## src/rtl/operations.sv

```systemverilog
// rtl/operations.sv - S = ~A & B & C with registered copy, saturating rise counter, input coverage
// Define OPERATIONS_COV_EN to build the seen/all_seen coverage register; otherwise they are tied low.
module operations #(
  parameter int CNT_W = 8
) (
  input  logic             clk,
  input  logic             rst,
  input  logic             clr,
  input  logic             A,
  input  logic             B,
  input  logic             C,
  output logic             S,
  output logic             S_q,
  output logic [CNT_W-1:0] rise_cnt,
  output logic [7:0]       seen,
  output logic             all_seen
);

  logic             s_reg_q, s_reg_d;
  logic [CNT_W-1:0] rise_cnt_q, rise_cnt_d;

  assign S = ~A & B & C;

  always_comb begin
    s_reg_d    = S;
    rise_cnt_d = rise_cnt_q;
    // clr wins over a rising edge seen on the same clock
    if (clr) begin
      rise_cnt_d = '0;
    end else if (S && !s_reg_q && (rise_cnt_q != {CNT_W{1'b1}})) begin
      rise_cnt_d = rise_cnt_q + 1'b1;
    end
  end

  always_ff @(posedge clk or posedge rst) begin
    if (rst) begin
      s_reg_q    <= 1'b0;
      rise_cnt_q <= '0;
    end else begin
      s_reg_q    <= s_reg_d;
      rise_cnt_q <= rise_cnt_d;
    end
  end

  assign S_q      = s_reg_q;
  assign rise_cnt = rise_cnt_q;

`ifdef OPERATIONS_COV_EN
  logic [7:0] seen_q, seen_d;

  always_comb begin
    seen_d = seen_q;
    if (clr) begin
      seen_d = 8'h00;
    end else begin
      seen_d[{A, B, C}] = 1'b1;
    end
  end

  always_ff @(posedge clk or posedge rst) begin
    if (rst) begin
      seen_q <= 8'h00;
    end else begin
      seen_q <= seen_d;
    end
  end

  assign seen     = seen_q;
  assign all_seen = &seen_q;
`else
  assign seen     = 8'h00;
  assign all_seen = 1'b0;
`endif

endmodule

```

## config.mk

```make
export PLATFORM = sky130hd
export DESIGN_NAME = operations
export DESIGN_NICKNAME = d
export VERILOG_FILES = /design/src/rtl/operations.sv
export SDC_FILE = /design/constraint.sdc
export NUM_CORES = 1
export LEC_CHECK = 0
export CAP_MARGIN = 20
export CORE_MARGIN = 3
export CORE_UTILIZATION = 42
export CTS_CLUSTER_SIZE = 16
export DETAILED_ROUTE_END_ITERATION = 10
export GPL_TIMING_DRIVEN = 0
export PLACE_DENSITY = 0.78
export SYNTH_ARGS = -nofsm -noshare
export SYNTH_HDL_FRONTEND = slang
export SYNTH_SLANG_ARGS = --single-unit
```

## constraint.sdc

```tcl
create_clock -name clk -period 2.2 [get_ports clk]
set_clock_uncertainty 0.2 [all_clocks]
set_input_delay 0.44 -clock clk [delete_from_list [all_inputs] [get_ports clk]]
set_output_delay 0.44 -clock clk [all_outputs]
set_load 0.1 [all_outputs]
```

==> Yosys cells after proc, flatten, opt, wreduce, memory -nomap -nowiden <==
Cells that the tools add are included.
{ "totals": {"regBits": 9, "latchBits": 0, "ramBits": 0, "romBits": 0, "input_bits": 6, "output_inout_bits": 19, "elab_cells": 13, "memories": 0} }
{ "op_classes": {"add_sub_neg": 1, "multipliers": 0, "div_mod_pow": 0, "order_cmp": 0, "n_eq_ne": 1, "n_shift": 0, "mux": 2, "bitwise": 3, "n_reduce_logical": 4} }
{ "ops": {"columns": ["operator", "count"], "rows": [
  ["two-way mux 8 bit", 2],
  ["adder 8 x 1 -> 8 bit, second input constant", 1],
  ["inequality test 8 bit, second input constant", 1],
  ["bitwise AND 1 bit", 2],
  ["logical AND 1 bit", 2],
  ["nonzero test 2 bit", 1],
  ["zero test 1 bit", 1],
  ["NOT 1 bit", 1]
]} }

==> Depth between registers and ports, before layout <==
{ "logic_depth": {"ltp_word": 7, "mapped_depth": 5} }

==> Worst setup path after synthesis <==
No wires, ideal clock.
{ "synth_path": {"kind": "in2out", "start": "input port C", "end": "output port S", "arrival_ns": 1.762, "required_time_ns": 1.560, "setup_slack_ns": -0.202, "path_stages": 2, "path_cell_list": "nand2_1 > nor2_1"} }
{ "synth_via": {"elab_chain_cells": 1} }
{ "synth_lines": {"columns": ["item", "line", "rtl"], "rows": [
  ["start, declared", "11", "input logic C,"],
  ["bitwise AND 1 bit", "22", "assign S = ~A & B & C;"],
  ["end, declared", "12", "output logic S,"]
]} }
No other way between the ends.

==> Worst setup path in the final report <==
{ "layout_path": {"start": "register rise_cnt_q[0], in the netlist rise_cnt[0]", "end": "output port rise_cnt[0]"} }
{ "layout_rtl": {"columns": ["item", "line", "rtl"], "rows": [
  ["start, declared", "20", "logic [CNT_W-1:0] rise_cnt_q, rise_cnt_d;"],
  ["start signal, assigned", "41", "rise_cnt_q <= rise_cnt_d;"],
  ["end, declared", "14", "output logic [CNT_W-1:0] rise_cnt,"]
]} }
No word-level cell between the ends.

==> implementation parameters <==
Parameter                              Value

Placed design
  Final HPWL DP ... 924 um
  Last weighted congestion value of the routability-driven placer ... 0.820
  Worst slack at placement ... -657 ps
  Count of input and output buffers ... 14

Worst setup path
  Buffers and inverters on the worst path ... 1
  Family with the most delay on the worst path ... buffers and inverters
  CP max stage delay ... 860 ps
  Nature of the critical path endpoint ... primary output
  Cell breakdown of the critical path ... dlygate4sd2_1
  Worst flop-to-flop path startpoint ... rise_cnt[0]
  Required time reported for the critical path endpoint ... 1560 ps
  End of the worst register-to-register path ... rise_cnt[5]
  R2r setup slk ... 590 ps
  Nature of the critical path startpoint ... register
  Worst setup path category ... register to primary output
  Arrival time of the worst setup path ... 1510 ps
  Largest fanout of any net on the critical path ... 5
  Critical path's slowest cell ... dlygate4sd2_1
  Worst Reg-to-Reg Cells ... 5

Timing
  Final Hold Fails ... 0
  Maximum clock rate ... 466 MHz
  Setup_tns ... 0 ps
  Setup slack of the critical path after layout ... 51.9 ps
  Unrepaired setup endpoints after global routing ... false
  Final worst-path cycle share ... 0.976
  Transition at the pin with the smallest max-transition slack ... 955 ps
  Worst-case headroom to the max-slew limit ... 0.366
  Final count of pins violating max slew ... 0
  Total setup violations reported at the end of the flow ... 0
  Final critical-path required period ... 2150 ps

Detailed routing
  Detail-routed via count per cell ... 4.64
  Post-detailed-routing wire length ... 1110 um
  Antenna-violating nets left ... 0
  Number of design-rule violations left by the first detailed-router iteration ... 7
  Vias after detailed routing ... 450
  Number of remaining DRC errors ... 0
  Drt pass-1 iters ... 3
  WL/cell ... 11.5 um

Global routing
  Via count of the first global-routing pass ... 373
  Residual overflow from global routing ... 0
  Pin count of the biggest net entering global routing ... 10
  Total track usage ... 0.134
  First-pass GRT wire length ... 1780 um
  Number of antenna violations at the first check in global routing ... 0

Logic synthesis
  Post-synthesis sequential element count ... 9
  Post-synthesis sequential area ratio ... 0.410
  Post-synth design cell area ... 549 um2
  Warnings from Yosys ... 0
  Count of unique library cells instantiated by Yosys ... 24
  Gate Count Post-Synth ... 57
  Syn avg cell area ... 9.64 um2

Power and ir drop
  Leakage power summed over all cells ... 0.403 nW
  IR Drop Worst-Case VDD ... 0.000374 V
  PwrDens ... 563 nW/um2

CTS
  Clock transition time at the flip-flop clock pins of the worst setup and hold paths ... 60 ps
  Clock tree root driver cell ... clkbuf_4
  Number of clock sinks seen by CTS ... 9
  CTS tree ... yes
  Clock latency at the later pin of the worst-skew pair ... 260 ps
  Max H-tree Level ... 1
  Number of post-CTS setup repair buffers ... 0
  Clock tree buffer depth ... 2
  Clock buffers created by TritonCTS ... 3

Floorplan
  Placeable core area ... 1170 um2
  Height of the chip ... 42.2 um
  Die span in x ... 42.2 um
  Starting utilization of the core area ... 0.469
  Number of top-level pins ... 25
  Die outline area ... 1780 um2
  Number of standard-cell rows in the floorplan ... 12

Layout
  Antenna diode instance count ... 0
  Post-synthesis to final-layout area growth ... 35.5%
  Fraction of final layout cells with drive strength greater than 1 ... 0.289
  Fin nets ... 91
  Final Util ... 0.636
  Filler instances ... 111

Status
  Run status ... finished clean

Job
  Max-capacitance violation count ... 0

Worst hold path
  Type of the worst min-delay path ... input pin to asynchronous set/reset pin
placed cells by master (no fill, tap or decap), drive strengths merged, types with 2 or more instances in the layout:
| cell | instances |
|---|---|
| clkdlybuf4s50 | 4 |
| xor2 | 4 |
| conb | 9 |
| dfrtp | 9 |
| dlygate4sd2 | 4 |
| buf | 12 |
| clkdlybuf4s15 | 2 |
| mux2i | 3 |
| o211ai | 2 |
| clkbuf | 7 |
| nand4 | 2 |
| and3 | 2 |
| nor2 | 8 |
| nand2 | 3 |
sequential cells by signal, summed over array words and instances (netlist names):
name and cells:
S_q 1, rise_cnt 8
repair_timing:
| item | 4_1_cts | 5_1_grt |
|---|---|---|
| endpoints found under the setup margin | 10 | 4 |
| cloned | 0 | 0 |
| hold buffers | 0 | 0 |
| pin swaps | 0 | 0 |
| resized for setup | 19 | 4 |
power by group:
part	switching (mW)	internal, mW
logic	0.101	0.0236
clock network	0.0549	0.0697
registers	0.00184	0.168
total	0.158	0.261
routing by layer:
layer,global-route usage,share of wire,up-vias
li1,-,-,232
met1,0.149,0.39,205
met2,0.225,0.54,13
met3,0.0644,0.069,0
met4,0.0373,0,0
met5,0,0,-
how the worst max path moves through the flow:
stage | start | end | slack, ps | cells after the start
2_1_floorplan | rise_cnt[4] | rise_cnt[5] | 80 | 4
3_3_place_gp | C | S | -660 | 4
3_5_place_dp | B | S | -660 | 4
4_1_cts | rise_cnt[2] | rise_cnt[2] | 5 | 1
5_1_grt | rise_cnt[6] | rise_cnt[6] | 7 | 1
6_report | rise_cnt[0] | rise_cnt[0] | 50 | 1
layout make-up:
class                           instances  area [um2]  share of cell area
Multi-Input combinational cell         44         277               0.371
Buffer                                 11        76.3               0.103
Timing Repair Buffer                   14         116               0.156
Tap cell                               14        17.5              0.0235
Inverter                                1        3.75             0.00504
Clock buffer                            4        26.3              0.0353
Sequential cell                         9         228               0.306
synth_stat cells:
| library cell | count | share of area |
|---|---|---|
| nor2_1 | 8 | 0.055 |
| nand2_1 | 3 | 0.020 |
| conb_1 | 1 | 0.0068 |
| o21ai_2 | 1 | 0.016 |
| mux2i_1 | 3 | 0.055 |
| buf_2 | 1 | 0.0091 |
| a21oi_1 | 1 | 0.0091 |
| o2111ai_1 | 1 | 0.016 |
| o211ai_1 | 2 | 0.027 |
| nand4_1 | 2 | 0.023 |
| and4bb_1 | 1 | 0.023 |
| and2_1 | 1 | 0.011 |
| buf_4 | 9 | 0.12 |
| nand2b_1 | 1 | 0.011 |
| and3_2 | 2 | 0.027 |
| inv_1 | 1 | 0.0068 |
| xor2_1 | 4 | 0.064 |
| nand3_1 | 1 | 0.0091 |
| a41oi_1 | 1 | 0.016 |
| a311oi_1 | 1 | 0.016 |
| dfrtp_1 | 9 | 0.41 |
| and4_1 | 1 | 0.016 |
| ha_1 | 1 | 0.023 |
| buf_1 | 1 | 0.0068 |
cells by family after synthesis:
logic type	Yosys count	share of synthesized area
simple gates	20	0.196
mux	3	0.0547
fa+ha+maj	1	0.0228
buf+inv	12	0.146
compound gates	7	0.100
flops	9	0.410
other cells	1	0.00683
xor+xnor	4	0.0638
metrics by stage:
stage                     cell area, um2  power [mW]  instances  hold WS, ps
after global placement               742       0.298         93          359
after CTS                            758       0.424         97          240
final                                744       0.419         97          233
after floorplan                      584       0.283         65         67.8
after detailed placement             742       0.299         93          372
after global routing                 744       0.438         97          245
(Power assumes the default switching activity.)
==> edit 1: new RTL, same flow settings <==
Build with the macro `OPERATIONS_COV_EN` defined.
--- a/src/rtl/operations.sv
+++ b/src/rtl/operations.sv
@@ -1,4 +1,6 @@
 // rtl/operations.sv - S = ~A & B & C with registered copy, saturating rise counter, input coverage
 // Define OPERATIONS_COV_EN to build the seen/all_seen coverage register; otherwise they are tied low.
+`define OPERATIONS_COV_EN
+
 module operations #(
   parameter int CNT_W = 8
Check against the original RTL: not equivalent (a bounded check fails within 4 cycles, from zero or initial values and one cycle with rst high).
==> edit 1 against the original RTL <==
- power grew 50%
- critical path type unchanged
- largest power group unchanged
- sequential power grew 95%
- largest cell class is now flip-flops and latches
- clock power grew 30%
- sequential cell count grew 8
- wire length grew 51%
- setup slack lost 26 ps
- count of clock-buffer cells in the layout is the same
- critical endpoint is now seen[7]
- area after synthesis grew 48%
- design area grew 48%
==> edit 1: results <==
INSERT INTO impl_metrics (metric_group, metric, value, unit) VALUES
('yosys', 'synth_seq_area_share', '52.3', '%'),
('placed_design', 'port_buffers', '23', ''),
('placed_design', 'postPlaceCellArea', '1100', 'sq um'),
('finish', 'final_cells', '131', ''),
('route', 'wl_per_cell', '12.8', 'um'),
('clock_network', 'clk_pin_slew', '90', 'ps'),
('yosys', 'post_synth_mux_area_share', '1.23', '%'),
('yosys', 'synth_commonest_cells', 'dfrtp_1 (17), nor2_1 (15), a21oi_1 (6), inv_1 (6), a31oi_1 (5)', ''),
('yosys', 'synth_compound_area_share', '14.5', '%'),
('yosys', 'netlist_top_cells_area', 'dfrtp_1 (52%), nor2_1 (6.9%), a31oi_1 (3.8%)', ''),
('power_and_ir_drop', 'ir_worst_vdd', '0.402', 'mV'),
('finish', 'nets', '114', ''),
('outcome', 'outcome', 'finished clean', ''),
('critical_path', 'critPathMaxFanout', '3', ''),
('yosys', 'synth_adder_area_share', '1.54', '%'),
('finish', 'layout-drive-gt1-share', '32.1', '%'),
('yosys', 'synth_xor_area_share', '3.23', '%'),
('placed_design', 'dp.final_hpwl', '1280', 'um'),
('clock_network', 'resized_gates_after_cts', '38', ''),
('finish', 'fillerInstances', '161', '');
==> edit 1: final cells by class <==
cell class / instances / area (sq um) / area share (%)
Buffer: 3 / 26.3 / 2.38
Clock buffer: 4 / 26.3 / 2.38
Inverter: 6 / 22.5 / 2.04
Multi-Input combinational cell: 53 / 347 / 31.4
Sequential cell: 17 / 444 / 40.2
Tap cell: 25 / 31.3 / 2.83
Timing Repair Buffer: 23 / 208 / 18.8
==> edit 1: final timing paths <==
kind,startpoint,end,slack (ps),depth (start not counted)
max,seen[7]$_DFF_PP0_,seen[7],30,1
min,rst,seen[6]$_DFF_PP0_,310,2
max reg2reg,rise_cnt[0]$_DFFE_PP0P_,rise_cnt[3]$_DFFE_PP0P_,320,5
min reg2reg,seen[0]$_DFF_PP0_,seen[0]$_DFF_PP0_,330,2
max in group asynchronous,rst,rise_cnt[2]$_DFFE_PP0P_,1060,2
min in group clk,C,seen[1]$_DFF_PP0_,320,3
==> edit 1: routing by layer <==
layer	GRT usage, %	wire length [um]	part of all wire [%]	vias up
li1	-	-	-	336
met1	20.3	784	47	323
met2	25.2	795	47	13
met3	5.74	61	3.6	4
met4	8.29	38	2.3	0
met5	0	0	0	-
==> edit 1: cell families (layout without fill, tap and decap cells) <==
kind of cell / count (synthesis) / count (layout)
DFF: 17 / 17
buffers and inverters: 9 / 36
and+or+nand+nor: 31 / 31
AOI/OAI and AO/OA: 17 / 17
xor gates and xnor gates: 3 / 3
muxes: 1 / 1
adders and majority gates: 1 / 1
==> edit 1: where the power goes <==
group | total [mW] | leakage, nW | switching (mW) | internal [mW]
logic | 0.137 | 0.274 | 0.106 | 0.0304
clock network | 0.162 | 0.0150 | 0.0918 | 0.0706
registers | 0.331 | 0.209 | 0.00777 | 0.323
==> edit 2: new RTL, same flow settings <==
Without the edit above. Register the output `rise_cnt` once more, with the module's reset; this adds one clock of latency there. The other outputs are not delayed to match.
--- a/src/rtl/operations.sv
+++ b/src/rtl/operations.sv
@@ -44,5 +44,11 @@
 
   assign S_q      = s_reg_q;
-  assign rise_cnt = rise_cnt_q;
+  always_ff @(posedge clk or posedge rst) begin
+    if (rst) begin
+      rise_cnt <= '0;
+    end else begin
+      rise_cnt <= rise_cnt_q;
+    end
+  end
 
 `ifdef OPERATIONS_COV_EN
Behaviour: not the same (a bounded check fails within 4 cycles, from zero or initial values and one cycle with rst high).
==> edit 2 against the original RTL <==
- wire length increased by 27%
- count of clock-buffer cells in the layout unchanged
- first-iteration DRC count is 71% higher
- setup slack got worse by 15 ps
- design area grew 39%
- sequential power is 86% higher
- maximum frequency down 0.70%
- power grew 47%
- sequential cell count increased by 8
- area after synthesis grew 47%
- worst hold slack improved by 10 ps
==> edit 2: results <==
INSERT INTO impl_metrics (metric_group, metric, value, unit) VALUES
('yosys', 'netlist-cell-type-count', '29', ''),
('route', 'vias', '606', ''),
('critical_path', 'reg2reg_to', 'rise_cnt_q[7]$_DFFE_PP0P_', ''),
('route', 'totalWireLength', '1420', 'um'),
('route', 'detail_route.iter0.violations', '12', ''),
('global_routing', 'track_usage', '13.3', '%'),
('clock_network', 'clk_pin_slew', '90', 'ps'),
('critical_path', 'critical_path.startpoint', 'C', ''),
('clock_network', 'resized_gates_after_cts', '16', ''),
('outcome', 'outcome', 'finished clean', ''),
('global_routing', 'grt_first_pass_wirelength', '2480', 'um'),
('critical_path', 'worst_r2r_path_depth', '4', ''),
('yosys', 'synth_compound_area_share', '10.1', '%'),
('yosys', 'synth_commonest_cells', 'dfrtp_1 (17), buf_4 (9), nand2_1 (5)', ''),
('power_and_ir_drop', 'power.leakage', '0.541', 'nW'),
('global_routing', 'vias_in_the_first_global_route', '587', ''),
('power_and_ir_drop', 'power.sequential.total', '0.317', 'mW'),
('yosys', 'synth_xor_area_share', '0', '%'),
('finish', 'fillerInstances', '155', ''),
('power_and_ir_drop', 'clock_power_share', '26.5', '%'),
('finish', 'nets', '104', ''),
('critical_path', 'endpoint', 'S', ''),
('finish', 'layout-drive-gt1-share', '20.8', '%'),
('yosys', 'netlist_top_cells_area', 'dfrtp_1 (53%), buf_4 (8.4%), nand4bb_4 (3.4%)', ''),
('clock_network', 'worstSkewPairLatency', '290', 'ps'),
('min_path', 'timing.hold.worst.class', 'flop to flop', '');
-- edit 2: final cells by class --
type                    count  area share [%]
flip-flops and latches     17            41.1
clock buffers               4            2.54
repair buffers             14            13.5
multi-input cells          48            31.7
inverters                   2           0.726
plain buffers              11            7.38
well taps                  25            3.02
-- edit 2: how the worst min path moves through the flow --
stage,to,slack [ps],cells past startpoint
after floorplan,S_q$_DFF_PP0_,170,1
after global placement,rise_cnt[1]$_DFF_PP0_,220,0
after detailed placement,rise_cnt[1]$_DFF_PP0_,220,0
after CTS,rise_cnt[1]$_DFF_PP0_,240,0
after global routing,rise_cnt[1]$_DFF_PP0_,260,0
final,rise_cnt[1]$_DFF_PP0_,240,0
-- edit 2: cells by family after synthesis --
| kind of cell | Yosys count |
|---|---|
| buf+inv | 13 |
| other cells | 1 |
| flops | 17 |
| compound gates | 10 |
| mux | 4 |
| fa+ha+maj | 1 |
| simple gates | 24 |
-- edit 2: through the flow --
| stage | instances | setup WS (ps) | power (mW) | cell area (sq um) |
|---|---|---|---|---|
| 6_report | 121 | 36.8 | 0.615 | 1030 |
| 5_1_grt | 121 | 3.18 | 0.636 | 1030 |
| 4_1_cts | 121 | 1.35 | 0.614 | 1020 |
| 3_5_place_dp | 117 | -891 | 0.457 | 1010 |
| 3_3_place_gp | 117 | -857 | 0.456 | 1010 |
| 2_1_floorplan | 78 | 101 | 0.439 | 837 |
-- edit 2: layer usage --
| metal | vias up | GRT usage (%) | wire, um |
|---|---|---|---|
| li1 | 284 | - | - |
| met1 | 282 | 14.5 | 555 |
| met2 | 31 | 22.5 | 695 |
| met3 | 9 | 1.81 | 96 |
| met4 | 0 | 11.1 | 68 |
| met5 | - | 0 | 0 |
-- edit 2: worst max-delay path, stage by stage --
cell and delay [ps]:
clkdlybuf4s50_1 520, and3b_1 180, buf_2 190, buf_12 190
